File: src/rtl/ifns_serial_encoder_if.sv
// Handshake bundle between the data source, the IFNS serial encoder and the bus driver.
interface ifns_serial_encoder_if;
  localparam int unsigned DATA_W = 12;
  localparam int unsigned CW_W   = 17;

  logic              in_valid;
  logic              in_ready;
  logic [DATA_W-1:0] in_data;
  logic              out_valid;
  logic              out_ready;
  logic [CW_W-1:0]   out_cw;

  modport master (
    output in_valid, in_data, out_ready,
    input  in_ready, out_valid, out_cw
  );

  modport slave (
    input  in_valid, in_data, out_ready,
    output in_ready, out_valid, out_cw
  );
endinterface

File: src/rtl/ifns_serial_encoder.sv
// Binary-to-IFNS encoder: MSB-first greedy compare-subtract, one codeword bit per cycle.
// Optional accumulator self-check enabled by IFNS_ENC_SELFCHECK_EN (adds chk_err).
module ifns_serial_encoder (
  input  logic                        clk,
  input  logic                        rst_n,
  ifns_serial_encoder_if.slave        bus,
`ifdef IFNS_ENC_SELFCHECK_EN
  output logic                        chk_err,
`endif
  output logic                        busy
);
  localparam int unsigned DATA_W = 12;
  localparam int unsigned CW_W   = 17;
  localparam int unsigned IDX_W  = 5;
  localparam int unsigned ACC_W  = 13;
  localparam logic [IDX_W-1:0] IDX_TOP = IDX_W'(CW_W - 1);

  // Weight of codeword bit k; the top bit skips 1597 and carries 2584.
  localparam logic [DATA_W-1:0] WEIGHT [0:CW_W-1] = '{
    12'd1,   12'd1,   12'd2,   12'd3,   12'd5,   12'd8,   12'd13,  12'd21,  12'd34,
    12'd55,  12'd89,  12'd144, 12'd233, 12'd377, 12'd610, 12'd987, 12'd2584
  };

  typedef enum logic [1:0] {ST_IDLE, ST_ENC, ST_DONE} state_e;

  state_e              state_q, state_d;
  logic [DATA_W-1:0]   res_q, res_d;
  logic [IDX_W-1:0]    idx_q, idx_d;
  logic [CW_W-1:0]     cw_q, cw_d;
  logic [CW_W-1:0]     out_cw_q, out_cw_d;
  logic                out_valid_q, out_valid_d;
  logic                in_ready_q, in_ready_d;
  logic                busy_q, busy_d;
  logic [DATA_W-1:0]   weight_c;
  logic                take_c;
`ifdef IFNS_ENC_SELFCHECK_EN
  logic [ACC_W-1:0]    acc_q, acc_d;
  logic [DATA_W-1:0]   orig_q, orig_d;
  logic                chk_err_q, chk_err_d;
`endif

  assign weight_c = WEIGHT[idx_q];
  assign take_c   = (res_q >= weight_c);

  // Next-state and datapath update.
  always_comb begin
    state_d   = state_q;
    res_d     = res_q;
    idx_d     = idx_q;
    cw_d      = cw_q;
    out_cw_d  = out_cw_q;
`ifdef IFNS_ENC_SELFCHECK_EN
    acc_d     = acc_q;
    orig_d    = orig_q;
    chk_err_d = chk_err_q;
`endif
    unique case (state_q)
      ST_IDLE: begin
        if (bus.in_valid) begin
          res_d   = bus.in_data;
          idx_d   = IDX_TOP;
          cw_d    = '0;
          state_d = ST_ENC;
`ifdef IFNS_ENC_SELFCHECK_EN
          acc_d   = '0;
          orig_d  = bus.in_data;
`endif
        end
      end
      ST_ENC: begin
        cw_d[idx_q] = take_c;
        if (take_c) begin
          res_d = res_q - weight_c;
`ifdef IFNS_ENC_SELFCHECK_EN
          acc_d = acc_q + ACC_W'(weight_c);
`endif
        end
        if (idx_q == '0) begin
          out_cw_d = cw_d;
          state_d  = ST_DONE;
`ifdef IFNS_ENC_SELFCHECK_EN
          if ((acc_d != ACC_W'(orig_q)) || (res_d != '0)) chk_err_d = 1'b1;
`endif
        end else begin
          idx_d = idx_q - IDX_W'(1);
        end
      end
      ST_DONE: begin
        if (bus.out_ready) state_d = ST_IDLE;
      end
      default: state_d = ST_IDLE;
    endcase

    in_ready_d  = (state_d == ST_IDLE);
    out_valid_d = (state_d == ST_DONE);
    busy_d      = (state_d != ST_IDLE);
  end

  always_ff @(posedge clk or negedge rst_n) begin
    if (!rst_n) begin
      state_q     <= ST_IDLE;
      res_q       <= '0;
      idx_q       <= IDX_TOP;
      cw_q        <= '0;
      out_cw_q    <= '0;
      out_valid_q <= 1'b0;
      in_ready_q  <= 1'b1;
      busy_q      <= 1'b0;
    end else begin
      state_q     <= state_d;
      res_q       <= res_d;
      idx_q       <= idx_d;
      cw_q        <= cw_d;
      out_cw_q    <= out_cw_d;
      out_valid_q <= out_valid_d;
      in_ready_q  <= in_ready_d;
      busy_q      <= busy_d;
    end
  end

`ifdef IFNS_ENC_SELFCHECK_EN
  // Shadow sum and original value; chk_err is sticky until reset.
  always_ff @(posedge clk or negedge rst_n) begin
    if (!rst_n) begin
      acc_q     <= '0;
      orig_q    <= '0;
      chk_err_q <= 1'b0;
    end else begin
      acc_q     <= acc_d;
      orig_q    <= orig_d;
      chk_err_q <= chk_err_d;
    end
  end

  assign chk_err = chk_err_q;
`endif

  assign bus.in_ready  = in_ready_q;
  assign bus.out_valid = out_valid_q;
  assign bus.out_cw    = out_cw_q;
  assign busy          = busy_q;
endmodule

File: src/flat_wrapper.sv
// flat-port wrapper written by rule: the top's interface ports become plain ports
module ifns_serial_encoder_flat 
  (clk, rst_n, busy, bus_in_valid, bus_in_data, bus_out_ready, bus_in_ready, bus_out_valid, bus_out_cw);
  ifns_serial_encoder_if bus_i ();
  input  logic clk;
  input  logic rst_n;
  output logic busy;
  input wire logic [$bits(bus_i.in_valid)-1:0] bus_in_valid;
  input wire logic [$bits(bus_i.in_data)-1:0] bus_in_data;
  input wire logic [$bits(bus_i.out_ready)-1:0] bus_out_ready;
  output wire logic [$bits(bus_i.in_ready)-1:0] bus_in_ready;
  output wire logic [$bits(bus_i.out_valid)-1:0] bus_out_valid;
  output wire logic [$bits(bus_i.out_cw)-1:0] bus_out_cw;
  assign bus_i.in_valid = bus_in_valid;
  assign bus_i.in_data = bus_in_data;
  assign bus_i.out_ready = bus_out_ready;
  assign bus_in_ready = bus_i.in_ready;
  assign bus_out_valid = bus_i.out_valid;
  assign bus_out_cw = bus_i.out_cw;
  ifns_serial_encoder u_core (.clk(clk), .rst_n(rst_n), .bus(bus_i), .busy(busy));
endmodule
File: config.mk
export PLATFORM = sky130hd
export DESIGN_NAME = ifns_serial_encoder_flat
export DESIGN_NICKNAME = d
export VERILOG_FILES = /design/src/rtl/ifns_serial_encoder_if.sv /design/src/rtl/ifns_serial_encoder.sv /design/src/flat_wrapper.sv
export SDC_FILE = /design/constraint.sdc
export NUM_CORES = 1
export LEC_CHECK = 0
export CORE_MARGIN = 5
export CORE_UTILIZATION = 50
export CTS_CLUSTER_SIZE = 16
export DETAILED_ROUTE_END_ITERATION = 8
export PLACE_DENSITY = 0.81
export REMOVE_ABC_BUFFERS = 1
export SLEW_MARGIN = 10
export SYNTH_ARGS = -nofsm -noshare
export SYNTH_HDL_FRONTEND = slang
export SYNTH_SLANG_ARGS = --single-unit
File: constraint.sdc
create_clock -name clk -period 10.91 [get_ports clk]
set_input_delay 2.182 -clock clk [delete_from_list [all_inputs] [get_ports clk]]
set_output_delay 2.182 -clock clk [all_outputs]
set_load 0.02 [all_outputs]
# == Word level (Yosys, flattened, before mapping) ==
# Memory sizes are Yosys's and may differ from the RTL's.
# Index checks and enable logic that the tools add are counted.
# word_totals
ff_bits,56
romBits,384
inputBits,16
output_inout_bits,20
elab_cells,49
memories,1
# classes
add_sub_neg,2
n_lt_le_gt_ge,4
n_eq_ne,6
mux,17
bitwise,1
reduce_logical,10
# mem_list
memory,words,word_bits,read_ports,rd_ports_with_merged_regs,wr,line_no,text
(name not given),32,12,1,0,0,ifns_serial_encoder.sv:42,assign weight_c = WEIGHT[idx_q];
# ops
cell,count
2-to-1 mux 12 bit,4
one-hot mux 17 bit (2 select lines),1
one-hot mux 12 bit (2 select lines),1
bitwise mux 17 bit,1
2-to-1 mux 17 bit,1
>= comparator 12 bit,1
subtractor 12 bit,1
2-to-1 mux 5 bit,2
one-hot mux 5 bit (2 select lines),1
>= comparator 6 bit (second input constant),1
< comparator 5 x 6 -> 1 bit (second input constant),1
2-to-1 mux 2 bit,3
inverter 5 -> 6 bit,1
one-hot mux 2 bit (3 select lines),1
AND reduction 3 bit,2
demux 1 bit (select 5 bit),1
>= comparator 5 x 1 -> 1 bit (second input constant),1
logical NOT 5 bit,1
subtractor 5 x 1 -> 5 bit (second input constant),1
equality test 2 bit (second input constant),2
logical NOT 2 bit,2
!= test 2 bit (second input constant),2
AND reduction 2 bit,2
nonzero test 2 bit,2
4 further kinds,4

# == Logic depth before layout (Yosys ltp) ==
# logic_depth
depth_word,7
mapped_depth,15
ltp_nobuf,14

# == Least setup slack after synthesis ==
# No wires, ideal clock.
# synth_timing
kind,register to register
start,register u_core.idx_q[0]
end,register u_core.res_q[1]
setup_ps,125
t_arrival_ps,3300
required_ps,10785
path_slack_ps,7485
stages_incl_launch_ff,16
path_buffers,2
synth_period_minus_slack_ps,3425
path_cell_list,dfrtp_1 -> inv_1 -> ha_1 -> clkbuf_1 -> o21ai_0 -> nor2_1 -> a211oi_1 -> ha_1 -> inv_1 -> fa_1 -> a211oi_1 -> o21a_1 -> o221a_2 -> buf_6 -> o21ai_4 -> mux2_2
# synth_between
elab_chain_len,7
word_cells_on_any_way,10
classes_between,add/sub (1); order compare (1); eq/ne (1); mux (4); bitwise (1); reduce/logical (1); memory (1)
# synth_lines
element,line_no,text
start: declaration,ifns_serial_encoder.sv:28,"logic [IDX_W-1:0] idx_q, idx_d;"
start signal: assignment,ifns_serial_encoder.sv:112,idx_q <= idx_d;
inverter 5 -> 6 bit (not written as such) (*),ifns_serial_encoder.sv:42,
memory (32 x 12 bit) (*),--,
2-to-1 mux 12 bit (not written as such) (*) (2 in a row),ifns_serial_encoder.sv:42,
subtractor 12 bit or >= comparator 12 bit (tied branches),"ifns_serial_encoder.sv:73, ifns_serial_encoder.sv:43",
2-to-1 mux 12 bit or != test 2 x 1 -> 1 bit (tied branches),--,
one-hot mux 12 bit (2 select lines) or AND reduction 3 bit (tied branches),--,
end signal: assignment,ifns_serial_encoder.sv:111,res_q <= res_d;
end: declaration,ifns_serial_encoder.sv:27,"logic [DATA_W-1:0] res_q, res_d;"
# Every way passes the cells marked *; elsewhere a longest branch is shown, timed or not. The select of a mux whose other input is x is not followed.
# A chain may end at the register's enable or synchronous reset.

# == Final worst setup path ==
# layout_timing
start,register u_core.idx_q[0]
end,register u_core.res_q[6]
# Same word-level chain as after synthesis.

==> metrics.md <==
| Metric | Value |
|---|---|
| Drt pass-1 iters | 5 |
| Minimum clock period | 3990 ps |
| HP Start | u_core.bus.out_cw[9] |
| Reg2Reg Setup Slack | between 6000 and 7000 ps |
| Most common cell after layout, fill and taps aside | nand2_1 |
| Hold WC Path Type | flop to flop |
| Clk sink count | 55 |
| Setup TNS | 0 ps |
| Critical path type | flop to flop |
| Hold endpoint | u_core.bus.out_cw[9] |
| Core area | ~6800 um^2 |
| Area grow syn2layout | 14.0% |
| Pre-CTS setup slack | between 7000 and 8000 ps |
| Final period util | around 37% |
| Clock-pin slew on the worst setup and hold paths | about 100 ps |
| Die Footprint | approximately 8700 um^2 |
| Fraction of layout cells with a size suffix above 1 | 8.43% |
| CTS buffer count | 5 |
| Yosys warns | 0 |
| Finished Layout Cells | 495 |
| Via/cell ratio | 6.10 |
| Crit end category | flop |
| Post-synth EDFFs | 0 |
| Pin count of the biggest net entering global routing | 56 |
| Async SR Flop Fraction | 100% |
| Total power | approximately 1.4 mW |
| Reg-to-reg startpoint | u_core.idx_q[0] |
| Pwr Density | 347 nW/um^2 |
| RSZ-0062 raised after global routing | no |
| Clock buffer depth | 2 |
| WL per Instance | between 15 and 20 um |
| Critical-path cell with the highest stage delay | dfrtp_1 |
| Sequential share of the synthesized area | between 30 and 40% |
| Cell Rows | 30 |
| Req. time, crit path | 11,110 ps |
| Vias | 3,019 |
| Vias in the first global route | 2,881 |
| Chip Height | 93.2 um |
| Final routed DRC violation total | 0 |
| Fin util | roughly three fifths |
| Commonest non-fill, non-tap cells in the layout | nand2_1, dfrtp_1, o21ai_0 |
| ANT nets after route | 0 |
| Initial DRC count | 339 |
| Worst Tran Pin Value | 723 ps |
| Reg2Reg Depth | 13 |
| Clock Skews | 3.40 ps |
| Post-cts resize count | 0 |
| Slew Limit Fails | 0 |
| Clock Root Buffer | clkbuf_8 |
| Initial antenna violation count | 0 |
| Post-DP HPWL | roughly 5500 um |
| Fillcell total | roughly 600 |
| Placed inst area | between 3000 and 4000 um^2 |
| Finished Cell Area | about 3900 um^2 |
| Number of library cell types mapped by synthesis | 56 |
| Clock latency on the worst-skew pair | 300 ps |
| P_leak | ~1.7 nW |
| GP Congestion | 0.854 |
| CTS tree | yes |
| Worst R2R End | u_core.res_q[6] |
| I/O Pins | 36 |
| Final worst slack | 6920 ps |
| Total wire length | roughly 8000 um |
| Syn Std Cell Area | ~3500 um^2 |
| Critical path launch point type | flop |
| CP peak stage delay | between 500 and 600 ps |
| # nets final | about 450 |
| Synth Area per Inst | around 8.8 um^2 |
| # port buffers | 35 |
| VDD IR-drop max | 0.000180 V |
| H-Tree Depth | 2 |
| Worst path arrival time | 4190 ps |
| Max Clk Rate | 0.250 GHz |
| DIE WIDTH | about 93 um |
| Top FF cell, synth | dfrtp_1 |
| Antenna diodes | 0 |
| Top fanout value on the critical path | 13 |
| Hold_ws | between 400 and 500 ps |
| Crit-path cells | inv_1, ha_1, o21ai_0, nor2_1, a211oi_1, ha_1, inv_1, fa_1, a211oi_1, o21a_1, o221a_2, o21ai_4, mux2_2 |
| Final Hold Viols | 0 |
| Post-Place Cells | between 400 and 500 |
| First-pass GRT wire length | 13,400 um |
| Slew headroom | around half |
| Postcts setup bufs | 0 |
| Initial Util | 51.2% |
| Min-Delay Path Depth | 2 |
| #FFs+latches synth | between 50 and 60 |
| Worst setup startpoint | u_core.idx_q[0] |
| Max_cap viols | 0 |
| Gr ovfl total | 0 |
| Cts hold-fix bufs | 0 |
| Post-Synthesis Cells | roughly 390 |
| Status | finished, final reports clean |
| Final Setup Violations | 0 |
| Gr usage total | a little under a fifth |
-- layout make-up --
class                      count  area (um^2)  area share [%]
multi-input combinational    298         1930            48.9
sequential                    55         1380            35.0
timing repair buffer          40          383            9.72
tap                           80          100            2.54
clock buffer                   6         82.6            2.10
inverter                      14         52.6            1.33
clock inverter                 2         16.3           0.413
-- routing by layer --
metal / vias up / part of all wire, % / global-route usage [%]
li1: 1458 / - / -
met1: 1437 / 45 / 26.2
met2: 112 / 48 / 31.0
met3: 12 / 5.6 / 1.85
met4: 0 / 1.3 / 5.01
met5: - / 0 / 0
-- where the power goes --
part | switching [mW] | leakage (nW) | internal (mW)
Combinational | 0.527 | 0.958 | 0.370
Sequential | 0.0673 | 0.714 | 0.284
Clock | 0.0685 | 0.0474 | 0.0520
-- critical path: cells and delay by family, from the launching register on --
| family | cells | cell delay, ps |
|---|---|---|
| AO/OA/AOI/OAI | 6 | 1780 |
| adder cells (fa/ha/maj) | 3 | 1020 |
| buffers and inverters | 2 | 190 |
| flip-flops | 1 | 530 |
| multiplexers | 1 | 310 |
| AND/OR/NAND/NOR | 1 | 70 |
-- cells by family (layout without fill, tap and decap cells) --
logic type | Yosys count | count (layout) | share of synthesized area, %
and+or+nand+nor | 128 | 128 | 17.4
AOI/OAI and AO/OA | 125 | 125 | 23.2
DFF | 55 | 55 | 39.9
buffers and inverters | 38 | 62 | 4.38
adders and majority gates | 22 | 22 | 8.18
muxes | 19 | 19 | 5.94
xor gates and xnor gates | 4 | 4 | 1.01
-- state kept, by name (all words and copies together), names as in the netlist --
register,cells
u_core.bus.out_cw,17
u_core.cw_q,16
u_core.res_q,12
u_core.idx_q,5
u_core.state_q,2
u_core.bus.in_ready,1
u_core.bus.out_valid,1
u_core.busy,1
-- synth_stat cells (all sizes together) (3+ instances only) --
cell type	number	area, um^2
buf	4	23.8
a22o	7	61.3
o21a	5	37.5
a21o	3	22.5
nand4	6	37.5
dfrtp	53	1330
inv	14	52.6
nor2b	5	31.3
nor3b	5	37.5
mux2i	7	70.1
and3	7	45.1
clkbuf	20	75.1
a311oi	4	35.0
or3	3	23.8
nor3	8	40.0
a211oi	6	45.0
mux2	12	135
nand3	7	35.0
a21oi	28	140
ha	21	263
o21ai	45	236
o211ai	3	22.5
nand2	56	210
nor2	22	82.6
o31ai	5	37.5
-- worst max-delay path by stage --
stage                                 end  slack (ps)  cells after the start
after detailed placement  u_core.res_q[6]        7000                      9
after global placement    u_core.res_q[8]        7130                     13
after global routing      u_core.res_q[2]        6630                      9
after floorplan           u_core.res_q[1]        7550                     13
final                     u_core.res_q[6]        6920                     13
after CTS                 u_core.res_q[6]        6970                     13
No activity file was read; power rests on OpenSTA's default activity.
